## config.mk

```make
export PLATFORM = sky130hd
export DESIGN_NAME = framebuf_arbiter
export DESIGN_NICKNAME = d
export VERILOG_FILES = /design/src/rtl/framebuf_arbiter.sv
export SDC_FILE = /design/constraint.sdc
export NUM_CORES = 1
export LEC_CHECK = 0
export ABC_AREA = 1
export CAP_MARGIN = 20
export CELL_PAD_IN_SITES_DETAIL_PLACEMENT = 0
export CELL_PAD_IN_SITES_GLOBAL_PLACEMENT = 1
export CORE_AREA = 10 10 121 123
export DETAILED_ROUTE_END_ITERATION = 12
export DIE_AREA = 0 0 131 133
export HOLD_SLACK_MARGIN = 0.15
export PLACE_DENSITY = 0.79
export SLEW_MARGIN = 20
export SYNTH_ARGS = -nofsm -noshare
export SYNTH_HDL_FRONTEND = slang
export SYNTH_SLANG_ARGS = --single-unit
```

## constraint.sdc

```tcl
create_clock -name clk -period 6.05 [get_ports clk]
set_input_delay 1.21 -clock clk [delete_from_list [all_inputs] [get_ports clk]]
set_output_delay 1.21 -clock clk [all_outputs]
set_load 0.1 [all_outputs]
```

## src/rtl/framebuf_arbiter.sv

```systemverilog
// rtl/framebuf_arbiter.sv - SPRAM frame-buffer arbiter: VGA reads pre-empt a small camera write FIFO.
// Optional feature macro: FBA_DROP_COUNT_EN adds the saturating drop_cnt output.
module framebuf_arbiter #(
  parameter int ADDR_W      = 14,
  parameter int DATA_W      = 16,
  parameter int FIFO_DEPTH  = 4,
  parameter int FRAME_WORDS = 16384
) (
  input  logic              clk,
  input  logic              rst_n,
  input  logic              frame_start,
  input  logic              wr_valid,
  input  logic [DATA_W-1:0] wr_data,
  output logic              wr_ready,
  input  logic              rd_req,
  input  logic [ADDR_W-1:0] rd_addr,
  output logic              rd_valid,
  output logic [DATA_W-1:0] rd_data,
  output logic              frame_done,
  output logic              overflow,
  output logic [ADDR_W-1:0] ram_ad,
  output logic [DATA_W-1:0] ram_di,
  output logic              ram_we,
  input  logic [DATA_W-1:0] ram_do
`ifdef FBA_DROP_COUNT_EN
  ,
  output logic [15:0]       drop_cnt
`endif
);

  localparam int PTR_W = (FIFO_DEPTH > 1) ? $clog2(FIFO_DEPTH) : 1;
  localparam int CNT_W = PTR_W + 1;
  localparam logic [PTR_W-1:0]  PTR_ONE   = PTR_W'(1);
  localparam logic [CNT_W-1:0]  CNT_ONE   = CNT_W'(1);
  localparam logic [CNT_W-1:0]  CNT_FULL  = CNT_W'(FIFO_DEPTH);
  localparam logic [ADDR_W-1:0] ADDR_ONE  = ADDR_W'(1);
  localparam logic [ADDR_W-1:0] ADDR_LAST = ADDR_W'(FRAME_WORDS - 1);

  typedef enum logic [1:0] {
    G_IDLE,
    G_READ,
    G_WRITE
  } grant_e;

  logic [DATA_W-1:0] fifo_mem [FIFO_DEPTH];
  logic [PTR_W-1:0]  wr_ptr_q, wr_ptr_d;
  logic [PTR_W-1:0]  rd_ptr_q, rd_ptr_d;
  logic [CNT_W-1:0]  cnt_q, cnt_d;
  logic [ADDR_W-1:0] wr_addr_q, wr_addr_d;
  logic [ADDR_W-1:0] ram_ad_q;
  logic [DATA_W-1:0] ram_di_q;
  logic              ram_we_q;
  logic              rd_pend_q;
  logic              rd_valid_q;
  logic              frame_done_q;
  logic              overflow_q;

  grant_e            grant;
  logic              fifo_empty;
  logic              fifo_full;
  logic              push;
  logic              pop;
  logic              drop;
  logic [PTR_W-1:0]  push_slot;

  assign fifo_empty = (cnt_q == '0);
  assign fifo_full  = (cnt_q == CNT_FULL);
  assign wr_ready   = !fifo_full && rst_n;
  assign push       = wr_valid && wr_ready;
  assign drop       = wr_valid && !wr_ready && rst_n;

  always_comb begin
    grant = G_IDLE;
    if (rd_req) begin
      grant = G_READ;
    end else if (!fifo_empty) begin
      grant = G_WRITE;
    end
  end

  // A frame restart cancels the pending write so stale pixels never land in the new frame.
  assign pop       = (grant == G_WRITE) && !frame_start;
  assign push_slot = frame_start ? '0 : wr_ptr_q;

  always_comb begin
    wr_ptr_d = wr_ptr_q;
    rd_ptr_d = rd_ptr_q;
    cnt_d    = cnt_q;
    if (frame_start) begin
      rd_ptr_d = '0;
      wr_ptr_d = push ? PTR_ONE : '0;
      cnt_d    = push ? CNT_ONE : '0;
    end else begin
      if (push) begin
        wr_ptr_d = wr_ptr_q + PTR_ONE;
      end
      if (pop) begin
        rd_ptr_d = rd_ptr_q + PTR_ONE;
      end
      case ({push, pop})
        2'b10:   cnt_d = cnt_q + CNT_ONE;
        2'b01:   cnt_d = cnt_q - CNT_ONE;
        default: cnt_d = cnt_q;
      endcase
    end
  end

  always_comb begin
    wr_addr_d = wr_addr_q;
    if (frame_start) begin
      wr_addr_d = '0;
    end else if (pop) begin
      wr_addr_d = (wr_addr_q == ADDR_LAST) ? '0 : wr_addr_q + ADDR_ONE;
    end
  end

  always_ff @(posedge clk) begin
    if (push) begin
      fifo_mem[push_slot] <= wr_data;
    end
  end

  always_ff @(posedge clk) begin
    if (!rst_n) begin
      wr_ptr_q     <= '0;
      rd_ptr_q     <= '0;
      cnt_q        <= '0;
      wr_addr_q    <= '0;
      ram_ad_q     <= '0;
      ram_di_q     <= '0;
      ram_we_q     <= 1'b0;
      rd_pend_q    <= 1'b0;
      rd_valid_q   <= 1'b0;
      frame_done_q <= 1'b0;
      overflow_q   <= 1'b0;
    end else begin
      wr_ptr_q     <= wr_ptr_d;
      rd_ptr_q     <= rd_ptr_d;
      cnt_q        <= cnt_d;
      wr_addr_q    <= wr_addr_d;
      rd_pend_q    <= rd_req;
      rd_valid_q   <= rd_pend_q;
      ram_we_q     <= 1'b0;
      frame_done_q <= 1'b0;
      case (grant)
        G_READ: begin
          ram_ad_q <= rd_addr;
        end
        G_WRITE: begin
          if (pop) begin
            ram_ad_q     <= wr_addr_q;
            ram_di_q     <= fifo_mem[rd_ptr_q];
            ram_we_q     <= 1'b1;
            frame_done_q <= (wr_addr_q == ADDR_LAST);
          end
        end
        default: begin
        end
      endcase
      if (frame_start) begin
        overflow_q <= 1'b0;
      end else if (drop) begin
        overflow_q <= 1'b1;
      end
    end
  end

`ifdef FBA_DROP_COUNT_EN
  logic [15:0] drop_cnt_q;

  always_ff @(posedge clk) begin
    if (!rst_n) begin
      drop_cnt_q <= '0;
    end else if (drop && (drop_cnt_q != 16'hFFFF)) begin
      drop_cnt_q <= drop_cnt_q + 16'd1;
    end
  end

  assign drop_cnt = drop_cnt_q;
`endif

  assign ram_ad     = ram_ad_q;
  assign ram_di     = ram_di_q;
  assign ram_we     = ram_we_q;
  assign rd_valid   = rd_valid_q;
  assign rd_data    = ram_do;
  assign frame_done = frame_done_q;
  assign overflow   = overflow_q;

endmodule

```

==> run summary <==
Leakage: 2.26 nW
status: finished clean
Seq/Total Area, Yosys: 60.8%
HP Class: register to register
Synth Area in Simple Gates: 17.7%
initial antenna violation count: 0
largest net degree at the start of global routing: 35
Worst Reg-to-Reg Cells: 7
cell types occupying the most area after synthesis: edfxtp_1 (38%), dfxtp_1 (22%), o21ai_0 (6.9%), nor2_1 (6.4%), nand2_1 (5.3%)
Synth top area share: 38.4%
Hold Path Sink: rd_valid
Post-Route WL: 11600 um
setup repair bufs after CTS: 0
ant diodes: 0
drt wl/cell: 15.4 um
Critical Path End Type: primary output
syn_area_per_cell: 9.77 sq um
CTS tree: yes
post-route setup TNS: 0 ns
post-synth cell types: 35
origin of the critical flop-to-flop path: cnt_q[0]
mux cell area share after synthesis: 0%
die width: 131 um
Fmax: 267 MHz
Root Buffer: clkbuf_16
DR pass1 iterations: 4
largest family of logic cells by synthesized area: simple AND/OR/NAND/NOR gates
Net count, final: 622
Tot Pwr: 0.00215 W
Async S/R FF share, synth: 0%
Place WS: 2.30 ns
Port Buffer Count: 69
HPWL Detailed: 7870 um
Max Clock Skew: 0.00474 ns
Bufs on Longest Clock Path: 2
Mapped Nets: 565
area grow syn2layout: 26.9%
Post-Synth Adder-Cell Area: 0.650%
clk_lat worst skew: 0.41 ns
CTS Buf Count: 17
Synth Register Bits: 120
post_cts resized: 0
Final WS setup: 2.31 ns
Die Y: 133 um
RSZ-0062 raised after global routing: no
worst hold start: rd_pend_q
relative slew slack: 33.1%
Post-Synthesis Cells: 512
placed instance count: 722
Congestion Overflow GR: 0
Iter 0 DRT Violations: 152
clk slew on worst S/H paths: 0.05 ns
PD cells: 338 nW/um^2
Core ar.: 12400 sq um
gpl congestion: 0.829
H-tree levels: 4
startpoint types: input port
crit-path max FO: 34
Synth top cells by count: nor2_1 (85), nand2_1 (70), o21ai_0 (69)
top-count cell post-synth: nor2_1
period utilisation layout: 61.9%
detailed-route via count: 3704
CTS Sinks: 120
Compound-Gate Fraction of Synth Area: 13.5%
final hold vios: 0
vias in the first global route: 3678
ratio of cells with drive above 1 in the final layout: 11.2%
Post-synth EDFFs: 64
DRC: 0
VDD IR max: 0.000204 V
max-slew violations: 0
biggest area consumer among synthesized cells: edfxtp_1
I/O pin total: 102
minimum clock period: 3.74 ns
Synth Area in XOR/XNOR: 0.525%
Worst R2R End: rd_ptr_q[1]
CP arrival: 2.53 ns
Starting Density: 40.5%
DR vias/cell: 4.91
Tightest Pin Transition: 1.00 ns
Most used DFF post-synth: edfxtp_1
die area: 17400 sq um
Mapped Area: 5000 sq um
R2R setup slack: 3.94 ns
post-route ant nets: 0
Worst Path Required: 4.84 ns
first-pass GRT wire length: 18700 um
GRT Resource Usage Total: 13.7%
critical setup path kind: input port to primary output
WHS Path Cells: 2
row count: 41
yosys warns: 0
final setup fails: 0
CTS Hold Bufs: 0
max_cap viols: 0
Post-Layout Cell Count: 754
-- state kept, by name, indices dropped and copies added, names as in the netlist --
signal,flops
cnt_q,3
fifo_mem,64
frame_done,1
overflow,1
ram_ad,14
ram_di,16
ram_we,1
rd_pend_q,1
rd_ptr_q,2
rd_valid,1
wr_addr_q,14
wr_ptr_q,2
-- power breakdown --
part | total [W] | internal [W] | switching, W | leakage (nW)
registers | 0.000891 | 0.000880 | 0.0000115 | 1.04
logic | 0.000216 | 0.0000603 | 0.000155 | 0.920
clock network | 0.00104 | 0.000705 | 0.000338 | 0.299
-- placed cells by master (no fill, tap or decap), types with 3 or more instances in the layout --
cell and instances:
a21oi_1 19, a31oi_1 12, buf_4 6, bufinv_16 4, clkbuf_1 3, clkbuf_16 17, clkdlybuf4s50_1 68, clkinv_2 3
dfxtp_1 55, edfxtp_1 64, inv_1 23, inv_2 7, nand2_1 70, nand2_2 6, nand2_4 3, nand3_1 10
nand4_1 5, nor2_1 85, nor2_2 4, nor3_1 5, o21ai_0 69, o21bai_1 3, o22ai_1 16
-- metrics by stage --
step	hold slack, ns	util, %	cell area [sq um]
after floorplan	0.390	-	5000
after global placement	0.407	46.4	5730
after detailed placement	0.414	46.4	5730
after CTS	0.427	51.4	6350
after global routing	0.476	51.4	6350
final	0.421	51.4	6350
-- area by class of cell --
class                           instances  area [sq um]
Timing Repair Buffer                   74           726
Clock inverter                         10           150
Sequential cell                       120          3040
Multi-Input combinational cell        326          1640
Inverter                               30           113
Tap cell                              172           215
Fill cell                            1131          6010
Clock buffer                           22           464
-- worst max-delay path by stage --
stage,to,startpoint,cells after the start
finish,wr_ready,rst_n,5
global route,wr_ready,rst_n,5
floorplan,wr_ready,rst_n,2
detailed placement,wr_ready,rst_n,5
CTS,wr_ready,rst_n,5
global placement,wr_ready,rst_n,5
-- worst max-delay path, stage by stage --
cell             delay, ns
clkdlybuf4s50_1       0.45
buf_4                 0.30
inv_2                 0.12
a21oi_1               0.13
buf_4                 0.31
-- cell families (layout without fill, tap and decap cells) --
family / Yosys count / after routing
adders and majority gates: 2 / 2
xor gates and xnor gates: 3 / 3
DFF: 120 / 120
buffers and inverters: 66 / 136
and+or+nand+nor: 197 / 197
AOI/OAI and AO/OA: 124 / 124
-- routing by layer --
metal  vias to the layer above  wire (um)  track usage (%)
met5                         -          0                0
met4                         0        123             5.93
met3                         9        912             5.47
met2                       101       5410             20.9
met1                      1728       5180             16.8
li1                       1866          -                -
Note: power is estimated with default switching activity, not from simulation.
==> variant 1 (same flow settings) <==
Put one more register stage on the output `overflow`, with the module's reset. The value now appears one clock later. The other outputs are not delayed to match.
--- a/src/rtl/framebuf_arbiter.sv
+++ b/src/rtl/framebuf_arbiter.sv
@@ -185,7 +185,13 @@
   assign rd_valid   = rd_valid_q;
   assign rd_data    = ram_do;
   assign frame_done = frame_done_q;
-  assign overflow   = overflow_q;
+  always_ff @(posedge clk) begin
+    if (!rst_n) begin
+      overflow <= '0;
+    end else begin
+      overflow <= overflow_q;
+    end
+  end
 
 endmodule
 
Function: changed (Yosys sat finds a counterexample within 10 cycles, from zero or initial values and one cycle with rst_n low).
==> variant 1 against the original RTL <==
- wire length increased by 0.77%
- highest routed layer unchanged
- worst setup slack worse by 86 ps
- synthesized area about the same
- power down 5.7%
- design area down 0.97%
- sequential cell count increased by 1
- non-clock buffer count unchanged
- worst hold slack worse by 4.2 ps
==> variant 1: results (changes against the original RTL) <==
Post-synth EDFFs 64 (unchanged); P_leak 0.00222 uW (-1.6%); Yosys Warn Count 0 (unchanged); nets@finish 627 (+0.80%); ys async rst share 0% (unchanged); clock slew at reported path FFs 60 ps; maximum VDD drop 176 uV (-14%); synthesized net count 570 (+0.88%); switching power 551 uW (+9.2%); Cells after Synth 517 (+0.98%); unique cell type count in the Yosys netlist 34 (-2.9%); first-pass GRT wire length 18.8 mm (+0.44%); PortBufs 69 (unchanged); DR iter-0 viols 216 (+42%); clock tree buffer depth 2 (unchanged); Root Driver clkbuf_16; initial antenna violation count 0 (unchanged); Worst-Skew Late Latency 410 ps (about the same); ranking of synthesized cells by area edfxtp_1 38%, dfxtp_1 23%, o21ai_0 7.0%; top post-synthesis cells by count 84 x nor2_1, 75 x nand2_1, 70 x o21ai_0; placed insts 727 (+0.69%); Largest register FFs 64 (unchanged); pre-CTS setup slack 2190 ps (-102 ps); CP arrival 2620 ps (+90 ps); Synth Flop Type edfxtp_1; crit-path max FO 35 (+2.9%); Fin Clk Skew 5.10 ps (+0.365 ps); CTS buffer count 17 (unchanged); largest net degree at the start of global routing 36 (+2.9%); Worst Max-Slew Pin Slew 993 ps (-7.41 ps); hold crit path type register to register; setup TNS 0 ps (unchanged); Most flops, register fifo_mem; share of layout cells above drive strength 1 10.6% (-0.61 points); routed length per placed instance 15.4 microns (+0.10%); Vias/cell 4.97 (+1.2%); router iterations before antenna repair 5 (+1); status finished clean; Seq/Total Area, Yosys 61.2% (+0.42 points); final RePlAce weighted congestion 0.799 (-3.6%); Resized cells post-CTS 0 (unchanged); Setup Buffers After CTS 0 (unchanged); Antenna diodes 0 (unchanged); Global Route Usage Sum 13.6% (-0.097 points); sum of routed wire length over all layers 11.7 mm (+0.77%); HPWL Detailed 7.75 mm (-1.6%); H-tree Lvls 4 (unchanged)
==> variant 1: final cells by class <==
type / instances / area, sq um
Fill cell: 1145 / 6070
Sequential cell: 121 / 3060
Multi-Input combinational cell: 328 / 1620
Timing Repair Buffer: 74 / 726
Clock buffer: 17 / 425
Tap cell: 172 / 215
Inverter: 32 / 120
Clock inverter: 15 / 118
==> variant 1: stage by stage <==
stage,hold WS (ps),instance area [sq um]
2_1_floorplan,390,5000
3_3_place_gp,402,5740
3_5_place_dp,407,5740
4_1_cts,422,6290
5_1_grt,440,6290
6_report,417,6290
==> variant 1: cells by family (layout without fill, tap and decap cells) <==
group	count (synthesis)	after routing	synth area share, %
AOI/OAI and AO/OA	125	125	13.5
xor gates and xnor gates	3	3	0.525
adders and majority gates	2	2	0.650
buffers and inverters	68	138	6.70
DFF	121	121	61.2
and+or+nand+nor	198	198	17.4
==> variant 1: worst paths after layout <==
check | startpoint | to | slack [ps] | cells past startpoint
worst max-delay path | rst_n | wr_ready | 2220 | 5
worst min-delay path | rd_pend_q | rd_valid | 420 | 2
worst max register to register | rd_ptr_q[0] | ram_di[3] | 3960 | 5
worst min register to register | rd_pend_q | rd_valid | 420 | 2
==> variant 1: per-layer routing <==
layer  wire length, microns  track usage (%)  vias to the layer above
met4                    138             4.51                        0
li1                       -                -                     1879
met2                   5570             21.5                      102
met5                      0                0                        -
met1                   5250             16.6                     1783
met3                    757             5.35                       11
==> variant 1: critical path, stage by stage <==
cell             delay [ps]
clkdlybuf4s50_1         460
buf_4                   300
inv_1                   180
a21oi_1                 150
buf_4                   310
==> variant 1: power by group through the flow <==
stage                     Sequential, uW  Clock (uW)  Combinational (uW)
after global routing                 899         973                 227
after floorplan                     1010           0                 105
final                                897         914                 214
after global placement               914           0                 213
after detailed placement             915           0                 216
after CTS                            898         929                 216
==> variant 2 (config.mk and constraints unchanged) <==
Made on the original files. Set the parameter `DATA_W` to 24 (it was 16).
--- a/src/rtl/framebuf_arbiter.sv
+++ b/src/rtl/framebuf_arbiter.sv
@@ -2,7 +2,7 @@
 // Optional feature macro: FBA_DROP_COUNT_EN adds the saturating drop_cnt output.
 module framebuf_arbiter #(
   parameter int ADDR_W      = 14,
-  parameter int DATA_W      = 16,
+  parameter int DATA_W      = 24,
   parameter int FIFO_DEPTH  = 4,
   parameter int FRAME_WORDS = 16384
 ) (
Ports: changed (resized ram_di, ram_do, rd_data and wr_data); port bits go from 102 to 134. No check against the original RTL was run, so the function may have changed too.
==> variant 2 against the original RTL <==
- die area is the same
- wire length increased by 30%
- combinational power up 32%
- critical path type unchanged
- sequential cell count increased by 40
- design area increased by 23%
- critical endpoint unchanged
- largest power group is now registers
- power rose by 14%
- register-to-register slack got worse by 230 ps
- worst setup slack lost 240 ps
- synthesized area up 29%
- clock power down 7%
==> variant 2: results (changes against the original RTL) <==
Largest register FFs 96 (+50%); synthesized net count 702 (+24%); xor-xnor portion of the synthesized cell area 0.407% (-0.12 points); crit path from rst_n; Power Combinational 285 uW (+32%); HPWL Detailed 9.61 mm (+22%); multiplexer share of the synthesized area 0% (unchanged); top post-synthesis cells by count 121 x nor2_1, 96 x edfxtp_1, 90 x o21ai_0; Seq/Total Area, Yosys 64.6% (+3.8 points); area of placed instances 7280 sq um (+27%); Final Instance Count excl. Fillers 878 (+16%); nets@finish 762 (+23%); Slew HR 33.3% (+0.15 points); share of layout cells above drive strength 1 8.50% (-2.7 points); reg2reg setup slack 3710 ps (-230 ps); R2R Path End ram_di[16]; final RePlAce weighted congestion 0.838 (+1.1%); Synth Register Bits 160 (+33%); unique cell type count in the Yosys netlist 34 (-2.9%); placed insts 846 (+17%); vias in the first global route 4,742 (+29%); PortBufs 85 (+23%); slowest stage delay, CP 940 ps (+490 ps); ranking of synthesized cells by area edfxtp_1 45%, dfxtp_1 20%, nor2_1 7.0%; total number of vias 4,623 (+25%); FF-to-FF path depth 5 (-2); post-synthesis adder-cell area fraction 0.504% (-0.15 points); Root Driver clkbuf_16; Synth Area in Compound Gates 12.5% (-1.0 points); Global Route Usage Sum 17.9% (+4.2 points); crit-path max FO 19 (-44%); largest net degree at the start of global routing 51 (+46%); Resized cells post-CTS 0 (unchanged); first-pass GRT wire length 24.3 mm (+30%); sum of routed wire length over all layers 15.1 mm (+30%); Hold Path Sink rd_valid; Sequential Power Share 48.8% (+7.3 points); maximum VDD drop 215 uV (+5.4%); CP arrival 2780 ps (+250 ps); fillers 1,041 (-8.0%); Fin Clk Skew 7.24 ps (+2.50 ps); Final Power 2450 uW (+14%); DR iter-0 viols 292 (+92%); status finished clean; Post-synth EDFFs 96 (+50%); start of the worst register-to-register path rd_ptr_q[1]; P_leak 0.00275 uW (+22%); Cells on Worst Hold Path 2 (unchanged); switching power 661 uW (+31%)
variant 2: cell count changes after synthesis, sizes merged, moves of 3 or more:
cell	before	now
nor2	90	126
edfxtp	64	96
o21ai	70	90
buf	26	37
o22ai	16	25
dfxtp	56	64
clkbuf	10	16
a21oi	21	18
inv	30	33
nor3	9	12
variant 2: metrics by stage:
step	hold slack, ps	setup WS [ps]
floorplan	390	2120
global placement	404	2040
detailed placement	417	2030
CTS	435	2010
global route	448	1900
finish	427	2060
variant 2: final cells by class:
type / count / area (sq um) / share of cell area (%)
clock buffer: 18 / 429 / 5.49
clock inverter: 14 / 108 / 1.38
inverter: 33 / 124 / 1.58
multi-input combinational: 387 / 1860 / 23.8
sequential: 160 / 4160 / 53.3
tap: 172 / 215 / 2.75
timing repair buffer: 94 / 916 / 11.7
variant 2: layer usage:
layer	up-vias	wire length (microns)	track usage [%]
li1	2281	-	-
met1	2179	6120	20.6
met2	141	7770	30.5
met3	22	1010	5.03
met4	0	194	7.05
met5	-	0	0
